<file path="src/rtl/sum_window_avg_pkg.sv">
// rtl/sum_window_avg_pkg.sv - shared widths, constants and window-phase type for the sum window averager
package sum_window_avg_pkg;

    localparam int SAMPLE_W         = 8;
    localparam int LOG2_WIN_DEFAULT = 2;
    localparam int SUM_W            = SAMPLE_W + LOG2_WIN_DEFAULT;

    localparam int              WIN_CNT_W   = 16;
    localparam logic [15:0]     WIN_CNT_MAX = 16'hFFFF;

    typedef enum logic {
        PH_FILL = 1'b0,
        PH_LAST = 1'b1
    } win_phase_e;

    function automatic logic [WIN_CNT_W-1:0] sat_inc(input logic [WIN_CNT_W-1:0] v);
        return (v == WIN_CNT_MAX) ? v : v + 1'b1;
    endfunction

endpackage

</file>
<file path="src/rtl/sum_window_avg_if.sv">
// rtl/sum_window_avg_if.sv - sample input and window-result output handshakes
interface sum_window_avg_if
    import sum_window_avg_pkg::*;
#(
    parameter int DATA_W   = SAMPLE_W,
    parameter int LOG2_WIN = LOG2_WIN_DEFAULT
);
    logic                         in_valid;
    logic                         in_ready;
    logic [DATA_W-1:0]            in_data;
    logic                         out_valid;
    logic                         out_ready;
    logic [DATA_W+LOG2_WIN-1:0]   out_sum;
    logic [DATA_W-1:0]            out_avg;
    logic [DATA_W-1:0]            out_max;

    modport master (
        output in_valid, in_data, out_ready,
        input  in_ready, out_valid, out_sum, out_avg, out_max
    );

    modport slave (
        input  in_valid, in_data, out_ready,
        output in_ready, out_valid, out_sum, out_avg, out_max
    );
endinterface

</file>
<file path="src/rtl/sum_window_avg_win_result_reg.sv">
// rtl/sum_window_avg_win_result_reg.sv - window result holding register with drain accounting
module win_result_reg
    import sum_window_avg_pkg::*;
#(
    parameter int DATA_W   = SAMPLE_W,
    parameter int LOG2_WIN = LOG2_WIN_DEFAULT
) (
    input  logic                         clk,
    input  logic                         rst_n,
    input  logic                         load_i,
    input  logic [DATA_W+LOG2_WIN-1:0]   sum_i,
    input  logic [DATA_W-1:0]            max_i,
    input  logic                         out_ready_i,
    output logic                         out_valid_o,
    output logic [DATA_W+LOG2_WIN-1:0]   out_sum_o,
    output logic [DATA_W-1:0]            out_avg_o,
    output logic [DATA_W-1:0]            out_max_o,
    output logic [WIN_CNT_W-1:0]         win_cnt_o
);
    localparam int SW = DATA_W + LOG2_WIN;

    logic                 valid_q, valid_d;
    logic [SW-1:0]        sum_q, sum_d;
    logic [DATA_W-1:0]    avg_q, avg_d;
    logic [DATA_W-1:0]    max_q, max_d;
    logic [WIN_CNT_W-1:0] win_cnt_q, win_cnt_d;
    logic                 drain;

    always_ff @(posedge clk) begin
        if (!rst_n) begin
            valid_q   <= 1'b0;
            sum_q     <= '0;
            avg_q     <= '0;
            max_q     <= '0;
            win_cnt_q <= '0;
        end else begin
            valid_q   <= valid_d;
            sum_q     <= sum_d;
            avg_q     <= avg_d;
            max_q     <= max_d;
            win_cnt_q <= win_cnt_d;
        end
    end

    // A load in the drain cycle keeps valid high so back-to-back windows have no bubble.
    always_comb begin
        drain     = valid_q && out_ready_i;
        valid_d   = load_i || (valid_q && !out_ready_i);
        sum_d     = sum_q;
        avg_d     = avg_q;
        max_d     = max_q;
        win_cnt_d = drain ? sat_inc(win_cnt_q) : win_cnt_q;
        if (load_i) begin
            sum_d = sum_i;
            avg_d = sum_i[SW-1:LOG2_WIN];
            max_d = max_i;
        end
    end

    assign out_valid_o = valid_q;
    assign out_sum_o   = sum_q;
    assign out_avg_o   = avg_q;
    assign out_max_o   = max_q;
    assign win_cnt_o   = win_cnt_q;

endmodule

</file>
<file path="src/rtl/sum_window_avg.sv">
// rtl/sum_window_avg.sv - accumulates fixed windows of sum samples into total, average and maximum
module sum_window_avg
    import sum_window_avg_pkg::*;
#(
    parameter int DATA_W   = SAMPLE_W,
    parameter int LOG2_WIN = LOG2_WIN_DEFAULT
) (
    input  logic                  clk,
    input  logic                  rst_n,
    input  logic                  clear,
    sum_window_avg_if.slave       s,
    output logic [WIN_CNT_W-1:0]  win_cnt
);
    localparam int                SW       = DATA_W + LOG2_WIN;
    localparam logic [LOG2_WIN-1:0] CNT_LAST = '1;

    logic [SW-1:0]       acc_q, acc_d;
    logic [LOG2_WIN-1:0] cnt_q, cnt_d;
    logic [DATA_W-1:0]   max_q, max_d;
    win_phase_e          phase;
    logic                accept;
    logic                load;
    logic [SW-1:0]       res_sum;
    logic [DATA_W-1:0]   res_max;

    always_ff @(posedge clk) begin
        if (!rst_n) begin
            acc_q <= '0;
            cnt_q <= '0;
            max_q <= '0;
        end else begin
            acc_q <= acc_d;
            cnt_q <= cnt_d;
            max_q <= max_d;
        end
    end

    assign phase = (cnt_q == CNT_LAST) ? PH_LAST : PH_FILL;

    // Only the window-completing sample can stall, and only when the held result is not leaving.
    assign s.in_ready = !clear && !(phase == PH_LAST && s.out_valid && !s.out_ready);
    assign accept     = s.in_valid && s.in_ready;

    assign res_sum = acc_q + SW'(s.in_data);
    assign res_max = (s.in_data > max_q) ? s.in_data : max_q;

    always_comb begin
        acc_d = acc_q;
        cnt_d = cnt_q;
        max_d = max_q;
        load  = 1'b0;
        if (clear) begin
            acc_d = '0;
            cnt_d = '0;
            max_d = '0;
        end else if (accept) begin
            case (phase)
                PH_FILL: begin
                    acc_d = res_sum;
                    max_d = res_max;
                    cnt_d = cnt_q + 1'b1;
                end
                PH_LAST: begin
                    load  = 1'b1;
                    acc_d = '0;
                    max_d = '0;
                    cnt_d = '0;
                end
                default: ;
            endcase
        end
    end

    win_result_reg #(
        .DATA_W   (DATA_W),
        .LOG2_WIN (LOG2_WIN)
    ) u_res (
        .clk         (clk),
        .rst_n       (rst_n),
        .load_i      (load),
        .sum_i       (res_sum),
        .max_i       (res_max),
        .out_ready_i (s.out_ready),
        .out_valid_o (s.out_valid),
        .out_sum_o   (s.out_sum),
        .out_avg_o   (s.out_avg),
        .out_max_o   (s.out_max),
        .win_cnt_o   (win_cnt)
    );

endmodule

</file>
<file path="src/flat_wrapper.sv">
// flat-port wrapper written by rule: the top's interface ports become plain ports
module sum_window_avg_flat import sum_window_avg_pkg::*;
#(
    parameter int DATA_W   = SAMPLE_W,
    parameter int LOG2_WIN = LOG2_WIN_DEFAULT
)
  (clk, rst_n, clear, win_cnt, s_in_valid, s_in_data, s_out_ready, s_in_ready, s_out_valid, s_out_sum, s_out_avg, s_out_max);
  sum_window_avg_if #(.DATA_W(DATA_W), .LOG2_WIN(LOG2_WIN)) s_i ();
  input  logic clk;
  input  logic rst_n;
  input  logic clear;
  output logic [WIN_CNT_W-1:0] win_cnt;
  input wire logic [$bits(s_i.in_valid)-1:0] s_in_valid;
  input wire logic [$bits(s_i.in_data)-1:0] s_in_data;
  input wire logic [$bits(s_i.out_ready)-1:0] s_out_ready;
  output wire logic [$bits(s_i.in_ready)-1:0] s_in_ready;
  output wire logic [$bits(s_i.out_valid)-1:0] s_out_valid;
  output wire logic [$bits(s_i.out_sum)-1:0] s_out_sum;
  output wire logic [$bits(s_i.out_avg)-1:0] s_out_avg;
  output wire logic [$bits(s_i.out_max)-1:0] s_out_max;
  assign s_i.in_valid = s_in_valid;
  assign s_i.in_data = s_in_data;
  assign s_i.out_ready = s_out_ready;
  assign s_in_ready = s_i.in_ready;
  assign s_out_valid = s_i.out_valid;
  assign s_out_sum = s_i.out_sum;
  assign s_out_avg = s_i.out_avg;
  assign s_out_max = s_i.out_max;
  sum_window_avg #(.DATA_W(DATA_W), .LOG2_WIN(LOG2_WIN)) u_core (.clk(clk), .rst_n(rst_n), .clear(clear), .s(s_i), .win_cnt(win_cnt));
endmodule
</file>
<file path="config.mk">
export PLATFORM = sky130hd
export DESIGN_NAME = sum_window_avg_flat
export DESIGN_NICKNAME = d
export VERILOG_FILES = /design/src/rtl/sum_window_avg_pkg.sv /design/src/rtl/sum_window_avg_if.sv /design/src/rtl/sum_window_avg_win_result_reg.sv /design/src/rtl/sum_window_avg.sv /design/src/flat_wrapper.sv
export SDC_FILE = /design/constraint.sdc
export NUM_CORES = 1
export LEC_CHECK = 0
export ABC_AREA = 1
export CAP_MARGIN = 20
export CORE_MARGIN = 10
export CORE_UTILIZATION = 48
export DETAILED_ROUTE_END_ITERATION = 10
export PLACE_DENSITY = 0.76
export SLEW_MARGIN = 20
export SYNTH_ARGS = -nofsm -noshare
export SYNTH_HDL_FRONTEND = slang
export SYNTH_HIERARCHICAL = 1
export SYNTH_SLANG_ARGS = --single-unit
</file>
<file path="constraint.sdc">
create_clock -name clk -period 1.9 [get_ports clk]
set_input_delay 0.19 -clock clk [delete_from_list [all_inputs] [get_ports clk]]
set_output_delay 0.19 -clock clk [all_outputs]
set_load 0.01 [all_outputs]
</file>
==> results_dict.tcl, run 1 <==
set metrics [dict create \
    run_status "completed" \
    tns_ns 0 \
    dp.final_hpwl_um 6490 \
    htreeDepth 2 \
    drv_slew 0 \
    rows 30 \
    post_route_cells_drive_above_1_share 0.132 \
    fp.dieH_um 103 \
    synthesized_area_um2 3340 \
    crit_arrival_ns 2.04 \
    dpl.cell_count 632 \
    finalSetupViolCount 0 \
    design.die.area_um2 10700 \
    wire_length_of_the_first_global_routing_pass_um 13800 \
    post_layout_nonfiller_instances 640 \
    gp_routability_congestion 0.957 \
    slew_at_the_pin_closest_to_its_max_slew_limit_ns 0.359 \
    cts_made_buffers 5 \
    grt_remaining_overflow 0 \
    worst-endpoint-required_ns 2.11 \
    path_class "in -> reg" \
    die_w_um 103 \
    seq_area_frac_synth 0.330 \
    drtIter0Drc 150 \
    detailroute.wirelength.met3_um 315 \
    routed_wire_length_per_instance_um 13.1 \
    finalNetCount 591 \
    initial_core_util 0.494 \
    clock_insertion_delay_worst_skew_ns 0.31 \
    drc_errors 0 \
    syn_avg_cell_area_um2 6.88 \
    yosysWarnings 6 \
    layout_common_cells "103 x nand2_1, 79 x nor2_1, 54 x clkdlybuf4s50_1, 54 x dfxtp_1, 50 x inv_1" \
    boundary_pins 57 \
    slew_headroom 0.759 \
    cts_hold_repair.buffers 0 \
    placement.io_buffers 56 \
    wl_met1_um 3670 \
    first_global_vias 3164 \
    synthCells 485 \
    layout_worst_path_cycle_share 0.963 \
    cp_capture_type "flop" \
    met2WireLength_um 4240 \
    grt_usage 0.159 \
    worst_setup_hold_path_clk_slew_ns 0.10 \
    ys_seq_elements 55 \
    critPathMaxFanout 3 \
    core_um2 6760 \
    p_per_area_nw_per_um2 523 \
    ir_worst_vdd_mv 0.303 \
    timing.max_cap.violations 0 \
    leakagePower_nw 1.83 \
    post_layout_min_period_ns 1.83 \
    clock_tree_from_tritoncts "built" \
    root_buf_cell "clkbuf_8" \
    top_layer "met4" \
    antenna_found_initial 0 \
    postCtsSetupBuffers 0 \
    totalWireLength_um 8400 \
    min-delay-path-class "reg -> reg" \
    layout_commonest_cell "nand2_1" \
    diodes 0 \
    max_freq_ghz 0.547 \
    cts_buffer_depth 2 \
    fin_skew_ns 0.00793 \
    clock-sinks 55 \
    postRouteAntennaNets 0 \
    unrepaired_setup_endpoints_after_global_routing "true" \
    areaGrowthSynthToFinish_pct 27.5 \
    worstSetupStartpointType "primary input" \
    drt_pass1_iterations 4 \
    drt-vias-per-instance 5.14 \
    yosysUniqueCellTypes 37 \
    grt_max_degree 33 \
    synth_nets 517 \
    vias 3290 \
    final-hold-violation-count 0 \
]
what timing repair did:
| item | in CTS | in global routing |
|---|---|---|
| gates resized for setup | 2 | 10 |
| pin swaps | 0 | 1 |
| setup endpoints to repair | 2 | 13 |
critical path, stage by stage:
cell and delay, ns:
clkdlybuf4s50_1 0.49, ha_2 0.19, inv_1 0.06, fa_2 0.34
o21ai_1 0.13, buf_4 0.14, nand3_1 0.08, nand2_1 0.07
nand2_1 0.05, and2_1 0.14, nor2_1 0.11, nor2_1 0.06
final cells by class:
type                       count  area (µm²)
fill                         625        2500
multi-input combinational    358        1930
sequential                    55        1100
timing repair buffer          86         816
inverter                      53         200
tap                           80         100
clock buffer                   7        96.3
clock inverter                 1        7.51
cell families after synthesis:
family          after synthesis  synth area share
compound gates               67             0.114
buf+inv                      72            0.0983
simple gates                267             0.371
xor+xnor                      5            0.0131
flops                        55             0.330
fa+ha+maj                    19            0.0735
report_power, final:
part	internal, mW	switching [mW]	total [mW]	leakage (nW)
Clock	0.332	0.387	0.719	0.0505
Combinational	0.155	0.182	0.337	1.33
Sequential	1.16	0.00567	1.17	0.444
through the flow:
| stage | power [mW] | util | setup slack [ns] | hold slack, ns | cell area [µm²] |
|---|---|---|---|---|---|
| floorplan | 1.38 | - | 0.0494 | 0.326 | 3340 |
| global placement | 1.52 | 0.610 | -0.328 | 0.453 | 4120 |
| detailed placement | 1.52 | 0.610 | -0.374 | 0.459 | 4120 |
| CTS | 2.25 | 0.625 | 0.0101 | 0.473 | 4220 |
| global route | 2.33 | 0.630 | -0.00722 | 0.501 | 4250 |
| finish | 2.22 | 0.630 | 0.0703 | 0.472 | 4250 |
worst paths after layout:
path / to / slack (ns) / cells past startpoint / start
max: u_core/u_res/out_sum_o[8] / 0.07 / 12 / s_in_data[0]
min: u_core/max_q[7] / 0.47 / 2 / u_core/max_q[7]
max reg2reg: u_core/u_res/out_sum_o[8] / 0.10 / 11 / u_core/acc_q[0]
min reg2reg: u_core/max_q[7] / 0.47 / 2 / u_core/max_q[7]
cell usage after synthesis:
cell type | instances | area share
nor2_4 | 2 | 0.0068
o21ai_0 | 21 | 0.032
o21bai_1 | 2 | 0.0045
nand2_2 | 4 | 0.0075
dfxtp_1 | 55 | 0.33
buf_4 | 9 | 0.020
ha_1 | 18 | 0.068
buf_2 | 4 | 0.0060
clkinv_1 | 3 | 0.0034
and2_1 | 15 | 0.028
a21oi_2 | 4 | 0.011
or2_2 | 1 | 0.0019
fa_1 | 1 | 0.0060
buf_1 | 2 | 0.0023
o211a_1 | 1 | 0.0030
nand2_1 | 104 | 0.12
xnor2_1 | 1 | 0.0026
nand3_1 | 37 | 0.056
nor2_2 | 4 | 0.0075
nor2_1 | 80 | 0.090
nand3b_1 | 2 | 0.0045
xor2_1 | 4 | 0.011
nor3_1 | 2 | 0.0030
nand3_2 | 5 | 0.015
nor3_2 | 1 | 0.0030
nand4_4 | 1 | 0.0064
buf_8 | 1 | 0.0045
inv_1 | 50 | 0.056
a31oi_4 | 1 | 0.0064
nand4_2 | 1 | 0.0038
clkbuf_1 | 2 | 0.0023
a21oi_1 | 36 | 0.054
a21o_1 | 2 | 0.0045
nor2_8 | 1 | 0.0060
nand2_4 | 1 | 0.0034
buf_6 | 1 | 0.0034
nand4_1 | 6 | 0.011
layer usage:
| layer | track usage | vias to the layer above |
|---|---|---|
| met2 | 0.293 | 55 |
| met1 | 0.177 | 1529 |
| met3 | 0.0299 | 15 |
| li1 | - | 1691 |
| met4 | 0.0556 | 0 |
| met5 | 0 | - |
flip-flops by register name (all words and copies together) (netlist names):
| name | flops |
|---|---|
| u_core/u_res/out_sum_o | 10 |
| u_core/u_res/win_cnt_o | 16 |
| u_core/acc_q | 10 |
| u_core/u_res/out_valid_o | 1 |
| u_core/max_q | 8 |
| u_core/cnt_q | 2 |
| u_core/u_res/out_max_o | 8 |
Note: power is estimated with default switching activity, not from simulation.
==> run 2, diff against run 1 <==
Settings changed: SETUP_SLACK_MARGIN from default to 0.3.
==> results_dict.tcl, run 2 (synthesis results as in run 1) <==
set metrics [dict create \
    top_usage_layer "met2" \
    fin_skew_ns 0.0106 \
    slew_at_the_pin_closest_to_its_max_slew_limit_ns 0.350 \
    clock-sinks 55 \
    worst_setup_hold_path_clk_slew_ns 0.10 \
    min_to "u_core/u_res/out_sum_o[0]" \
    root_buf_cell "clkbuf_8" \
    post_route_cells_drive_above_1_share 0.345 \
    post_layout_min_period_ns 1.88 \
    dp.final_hpwl_um 6890 \
    diodes 0 \
    ir_worst_vdd_mv 0.338 \
    finalSetupViolCount 0 \
    drt_pass1_iterations 5 \
    gp_routability_congestion 0.965 \
    totalWireLength_um 12100 \
    crit-reg2reg-capture "u_core/u_res/out_max_o[7]" \
    boundary_pins 57 \
    htreeDepth 2 \
    r2r_cells 11 \
    first_global_vias 3563 \
    areaGrowthSynthToFinish_pct 52.7 \
    cts_hold_repair.buffers 0 \
    clock_tree_from_tritoncts "built" \
    leakagePower_nw 2.07 \
    finalHoldWorstSlack_ns 0.470 \
    critPathLaunch "u_core/max_q[5]" \
    dp_slack_ns -0.268 \
    max_freq_ghz 0.531 \
    timing.max_cap.violations 0 \
    initial_core_util 0.494 \
    antenna_found_initial 0 \
    reg2reg_from "u_core/max_q[5]" \
    largest_register_ff_count 16 \
    vias 3782 \
    placement.io_buffers 56 \
    worst_hold_startpoint "s_in_data[0]" \
    die_w_um 103 \
    layout_common_cells "83 x nand2_1, 68 x nor2_1, 47 x clkdlybuf4s50_1, 41 x buf_4, 41 x inv_1" \
    critPathMaxFanout 8 \
    drtIter0Drc 303 \
    gr-usage-met1 0.209 \
    post_layout_nonfiller_instances 666 \
    grt_use_met2 0.354 \
    path_class "reg -> reg" \
    min_delay_path_depth 4 \
    p_per_area_nw_per_um2 481 \
    grt_usage 0.190 \
    min-delay-path-class "in -> reg" \
    layout_commonest_cell "nand2_1" \
    worst-endpoint-required_ns 2.10 \
    drc_errors 0 \
    crit_arrival_ns 2.09 \
    routed_wire_length_per_instance_um 18.2 \
    grt_max_degree 33 \
    cp_capture_type "flop" \
    use_met3 0.0299 \
    cts_made_buffers 5 \
    design.die.area_um2 10700 \
    nFillCells 455 \
    unrepaired_setup_endpoints_after_global_routing "true" \
    slew_headroom 0.766 \
    finalNetCount 617 \
    cts_buffer_depth 2 \
    dpl.cell_count 634 \
    setup_slack_ns 0.0170 \
    clock_insertion_delay_worst_skew_ns 0.31 \
    grt_remaining_overflow 0 \
    fp.dieH_um 103 \
    run_status "completed" \
    core_um2 6760 \
    rows 30 \
    reg2reg_setup_slack_ns 0.02 \
    layout_worst_path_cycle_share 0.991 \
    final-hold-violation-count 0 \
    postRouteAntennaNets 0 \
    drt-vias-per-instance 5.68 \
    worstSetupStartpointType "flop" \
    drv_slew 0 \
    wire_length_of_the_first_global_routing_pass_um 16400 \
]
-- run 2: changes by cell type in the layout (fill, tap and decap cells not counted), moves of 13 or more --
cell / before / now
buf_4: 27 / 41
dfxtp_1: 54 / 37
nand2_1: 103 / 83
nand3_1: 36 / 23
ha_4: 0 / 13
dfxtp_2: 1 / 17
-- run 2: worst max path at each step --
stage | to | slack [ns]
floorplan | u_core/u_res/out_sum_o[3] | 0.25
global placement | u_core/u_res/out_sum_o[6] | -0.21
detailed placement | u_core/u_res/out_sum_o[8] | -0.27
CTS | u_core/u_res/out_sum_o[8] | 0.14
global route | u_core/u_res/out_max_o[7] | 0.005
finish | u_core/u_res/out_max_o[7] | 0.02
-- run 2: report_power, final --
| group | internal, mW | total [mW] | switching [mW] |
|---|---|---|---|
| registers | 1.16 | 1.17 | 0.00997 |
| logic | 0.271 | 0.581 | 0.310 |
| clock network | 0.300 | 0.696 | 0.396 |
-- run 2: timing repair --
item,4_1_cts,5_1_grt
setup endpoints to repair,39,45
pin swaps,47,51
gates cloned,1,1
gates resized for setup,97,61
buffers inserted,6,16
-- run 2: routing by layer --
metal | share of wire | up-vias
met5 | 0 | -
met4 | 0.054 | 0
met3 | 0.075 | 52
met2 | 0.51 | 197
met1 | 0.36 | 1782
li1 | - | 1751
-- run 2: layout make-up --
cell class                      count  area [µm²]  area share
Multi-Input combinational cell    359        2510       0.493
Sequential cell                    55        1130       0.221
Timing Repair Buffer              110        1050       0.206
Inverter                           53         206      0.0405
Tap cell                           80         100      0.0197
Clock buffer                        7        86.3      0.0170
Clock inverter                      1        8.76     0.00172
Timing Repair inverter              1        6.26     0.00123
-- run 2: worst max-delay path: stages (launching register included) --
cell and delay (ns):
dfxtp_2 0.35, inv_2 0.05, ha_4 0.23, a21oi_2 0.19
nor2_2 0.08, nor2_4 0.19, nand2_8 0.10, nand2_8 0.17
nand2_4 0.08, and2_1 0.16, nor2_2 0.12, nor2_1 0.06
-- run 2: stage by stage --
step	setup TNS, ns	utilization	cell area, µm²	total power [mW]
CTS	0	0.692	4670	2.31
global placement	-2.85	0.616	4170	1.52
global route	0	0.754	5090	2.53
detailed placement	-4.50	0.616	4170	1.53
floorplan	0	-	3410	1.40
finish	0	0.754	5090	2.45
==> run 3, diff against run 2 <==
Settings changed: SLEW_MARGIN 20 to 0.
==> results of run 3 <==
The final DEF is identical to that of run 2; final timing and power are the same.
==> RTL change 1 (config.mk and constraints of run 1) <==
Change the package constant `SAMPLE_W` from 8 to 6.
--- a/src/rtl/sum_window_avg_pkg.sv
+++ b/src/rtl/sum_window_avg_pkg.sv
@@ -2,5 +2,5 @@
 package sum_window_avg_pkg;
 
-    localparam int SAMPLE_W         = 8;
+    localparam int SAMPLE_W         = 6;
     localparam int LOG2_WIN_DEFAULT = 2;
     localparam int SUM_W            = SAMPLE_W + LOG2_WIN_DEFAULT;
Interface: changed (resized s_in_data, s_out_avg, s_out_max and s_out_sum); port bits go from 57 to 49. The function was not compared with the original's and may differ.
==> RTL change 1 against run 1 <==
- cell area decreased by 19%
- setup slack improved by 54 ps
- wire length decreased by 20%
- clock power decreased by 13%
- sequential cell count decreased by 8
- first-iteration DRC count decreased by 27%
- maximum frequency increased by 3.0%
- register-to-register slack improved by 60 ps
- total power decreased by 16%
- combinational power decreased by 29%
- non-clock buffer count decreased by 17
- synthesized area decreased by 19%
- largest cell class unchanged
==> RTL change 1: results (changes against run 1) <==
[outcome]
outcome=complete, no violations

[grt]
grtUsageMet2=0.268  ; -0.0256
grt_max_degree=31  ; -6.1%
grt_pass1_wl_mm=10.9  ; -21%
grt.total_usage=0.150  ; -0.00933
use_met3=0.0397  ; +0.00975

[setup_path]
crit_end=u_core/u_res/out_sum_o[6]
crit_family=adder cells
timing.rr.start=u_core/max_q[5]
reg2reg_to=u_core/u_res/out_max_o[3]
arrival_ps=1980  ; -60 ps
rrSetupSlack_ps=160  ; +60 ps

[yosys]
synth.area.top_cells=dfxtp_1 35%, nand2_1 14%, nor2_1 9.2%
synth_common_cells=97 x nand2_1, 66 x nor2_1, 47 x dfxtp_1, 43 x inv_1, 33 x nand3_1
yosysSeqAreaShare=0.350  ; +0.0200
synthesis.nets=421  ; -19%
synth.distinct_cells=27  ; -27%

[cells_and_area]
fill_cells=504  ; -19%
multi_input_area_share=0.436  ; -0.0182
seq_area_frac=0.275  ; +0.0154
buf_share=0.191  ; -0.00118
nNonClkInverters=43  ; -19%
drive_gt1_frac=0.101  ; -0.0313

[pwr]
ir_drop_v=0.000354  ; +17%
p_sw_mw=0.499  ; -13%
p_seq_frac=0.536  ; +0.011
power.leakage_nw=1.46  ; -20%
pwr-share-clk=0.336  ; +0.013

[placement]
io_buffers=48  ; -14%
place_congestion=0.884  ; -7.6%
hpwl_mm=5.10  ; -21%

[sta]
maxSlewHeadroom=0.640  ; -0.119
hold_ws_ps=469  ; -2.99 ps
finClkSkew_ps=10.7  ; +2.82 ps

[drt]
drt_iter0_drc=110  ; -27%
wl_met3_um=390  ; +24%

[worst_hold_path]
hp-start=u_core/max_q[3]

[clocking]
cts-resized-gates=1  ; -1

[RTL change 1: cell types whose count changed after synthesis, moves of 5 or more]
cell / before / now
dfxtp_1: 55 / 47
inv_1: 50 / 43
and2_1: 15 / 9
nand2_1: 104 / 97
nor2_1: 80 / 66
o21ai_0: 21 / 16
[RTL change 1: cells by family (layout without fill, tap and decap cells)]
logic type / Yosys count / count (layout) / share of synthesized area
xor gates and xnor gates: 3 / 3 / 0.00978
and+or+nand+nor: 220 / 220 / 0.364
adders and majority gates: 15 / 15 / 0.0726
DFF: 47 / 47 / 0.350
AOI/OAI and AO/OA: 51 / 51 / 0.104
buffers and inverters: 59 / 120 / 0.100
[RTL change 1: metrics by stage]
step / total power, mW / utilization / std cells / setup WS, ps
after detailed placement: 1.25 / 0.607 / 520 / -289
after global placement: 1.24 / 0.607 / 520 / -246
after CTS: 1.87 / 0.623 / 528 / 51.3
after floorplan: 1.15 / - / 395 / 62.4
after global routing: 1.95 / 0.626 / 528 / -11.2
final: 1.86 / 0.626 / 528 / 124
==> RTL change 2 (flow settings as in run 1) <==
Made on the original files. Make the reset (`rst_n`) asynchronous in 2 clocked blocks.
--- a/src/rtl/sum_window_avg_win_result_reg.sv
+++ b/src/rtl/sum_window_avg_win_result_reg.sv
@@ -27,5 +27,5 @@
     logic                 drain;
 
-    always_ff @(posedge clk) begin
+    always_ff @(posedge clk or negedge rst_n) begin
         if (!rst_n) begin
             valid_q   <= 1'b0;
--- a/src/rtl/sum_window_avg.sv
+++ b/src/rtl/sum_window_avg.sv
@@ -24,5 +24,5 @@
     logic [DATA_W-1:0]   res_max;
 
-    always_ff @(posedge clk) begin
+    always_ff @(posedge clk or negedge rst_n) begin
         if (!rst_n) begin
             acc_q <= '0;
Check against the original RTL: not equivalent (a bounded check fails within 10 cycles, from zero or initial values and one cycle with rst_n low; the reset may be asserted at any time).
==> RTL change 2 against run 1 <==
- the run now ends with negative setup slack left
- non-clock buffer count rose by 1
- count of clock-buffer cells in the layout is 1 lower
- first-iteration DRC count down 6.0%
- setup slack got worse by 110 ps
- synthesized area up 5.6%
- wire length increased by 3.0%
- cell area rose by 7.8%
- sequential cell count unchanged
- sequential share of layout area increased by 4.1 points
- via count fell by 6.0%
- critical path type unchanged
- largest cell class unchanged
Power is not compared: it rests on default switching activity, and its combinational part moved more than twofold at a synthesized area within 25%.
==> RTL change 2: results (changes against run 1) <==
[grt]
grt.total_usage=0.153  ; -0.00551
grt_pass1_vias=3233  ; +2.2%
grt_max_degree=55  ; +67%
grt_pass1_wl_mm=14.7  ; +6.2%

[placement]
hpwl_mm=6.25  ; -3.7%
place_congestion=0.862  ; -9.9%
dpl.cell_count=603  ; -4.6%
io_buffers=56  ; unchanged
placed_cell_area_sq_mm=0.00431  ; +4.6%
dp_slack_ps=-393  ; -19.0 ps

[drt]
wl_mm=8.65  ; +3.0%
drt_iter0_drc=141  ; -6.0%
wl_per_cell_um=14.1  ; +7.2%
dr.pass1.iters=4  ; unchanged
route.detailed.drc=0  ; unchanged
num_vias=3091  ; -6.0%

[cells_and_area]
fill_cells=614  ; -1.8%
drive_gt1_frac=0.211  ; +0.0791
finalNetCount=548  ; -7.3%
multi_input_area_sq_mm=0.00196  ; +1.6%

[job]
cap_violations=0  ; unchanged

[clocking]
clk_pin_slew_worst_paths_ps=90
clk_latency_ps=300
cts_buffers=5  ; unchanged
root_buffer=clkbuf_8
cts-htree-levels=2  ; unchanged

[sta]
fin_ws_ps=-35.4  ; -106 ps
tns_ps=-94.3  ; -94.3 ps
finClkSkew_ps=6.75  ; -1.18 ps
finalSetupViolCount=6  ; +6
tightest_slew_ps=475  ; +116 ps

[yosys]
synth_area_per_cell_sq_um=8.09  ; +18%
yosysSeqAreaShare=0.391  ; +0.0608
synthArstFlopShare=1.00  ; +1.00
synth_warnings=6  ; unchanged
synth_common_cells=140 x nand2_1, 55 x dfrtp_1, 48 x inv_1, 34 x nand3_1, 23 x nor2_1
synthFlopType=dfrtp_1
synthesis.nets=467  ; -9.7%
synth.distinct_cells=37  ; unchanged
synth.area.top_cells=dfrtp_1 39%, nand2_1 15%, ha_1 6.4%

[pwr]
ir_drop_v=0.000568
swShare=0.335
power.leakage_nw=2.26

[outcome]
outcome=finished, violations left
violations=negative setup slack

[worst_hold_path]
hold_class=in2async

[setup_path]
timing.rr.start=u_core/max_q[5]
crit_start=s_in_data[6]
arrival_ps=2140  ; +100 ps
path_max_fanout=4  ; +1

==> RTL change 2: cell count changes after synthesis, moves of 19 or more <==
cell / before / now
a21oi_1: 36 / 10
dfrtp_1: 0 / 55
dfxtp_1: 55 / 0
nand2_1: 104 / 140
nor2_1: 80 / 23
o21ai_0: 21 / 2
==> RTL change 2: cell families (layout without fill, tap and decap cells) <==
logic type | count (synthesis) | count (layout) | synth area share
AO/OA/AOI/OAI | 21 | 21 | 0.0395
multiplexers | 18 | 18 | 0.0576
XOR/XNOR | 9 | 9 | 0.0224
flip-flops | 55 | 55 | 0.391
adder cells (fa/ha/maj) | 19 | 19 | 0.0697
buffers and inverters | 66 | 146 | 0.0924
AND/OR/NAND/NOR | 247 | 248 | 0.328
==> RTL change 2: layer usage <==
metal  global-route usage  vias to the layer above  part of all wire
met5                    0                        -                 0
met4               0.0464                        0             0.012
met3               0.0396                       12             0.062
met2                0.280                       84              0.52
met1                0.170                     1469              0.40
li1                     -                     1526                 -
==> RTL change 2: timing repair <==
action                                 4_1_cts  5_1_grt
pin swaps                                    2        7
setup endpoints to repair                   11       23
endpoints found under the hold margin       55        0
buffers inserted                             0        3
hold buffers                                 1        0
cloned                                       1        0
resized for setup                            5       26
==> RTL change 2: final timing paths <==
kind                                              to  slack (ps)  depth (start not counted)
max                        u_core/u_res/out_max_o[4]         -40                          9
min                        u_core/u_res/out_sum_o[7]         240                          2
max reg2reg                u_core/u_res/out_max_o[0]         -20                         10
min reg2reg                          u_core/cnt_q[1]         500                          2
max in group asynchronous            u_core/acc_q[4]        1170                          3
min in group clk                     u_core/acc_q[0]         340                          4
==> RTL change 2: worst max-delay path: stages <==
cell and delay (ps):
clkdlybuf4s50_1 510, ha_1 330, nand2_1 60, nor2_1 220, nand2_2 110, nand2_1 150, nand3_1 130, and2_1 180
mux2_2 250
==> RTL change 2: final cells by class <==
| class | instances | area share |
|---|---|---|
| clock inverters | 1 | 0.00109 |
| repair buffers | 87 | 0.183 |
| inverters | 52 | 0.0431 |
| clock buffers | 6 | 0.0180 |
| well taps | 99 | 0.0270 |
| flip-flops and latches | 55 | 0.300 |
| multi-input cells | 315 | 0.428 |
==> RTL change 2: power by group through the flow <==
stage | logic, mW | registers [mW] | clock network, mW
global route | 1.88 | 1.64 | 0.727
CTS | 1.61 | 1.59 | 0.679
detailed placement | 1.59 | 1.61 | 0
global placement | 1.54 | 1.60 | 0
floorplan | 0.800 | 1.65 | 0
finish | 1.70 | 1.59 | 0.652
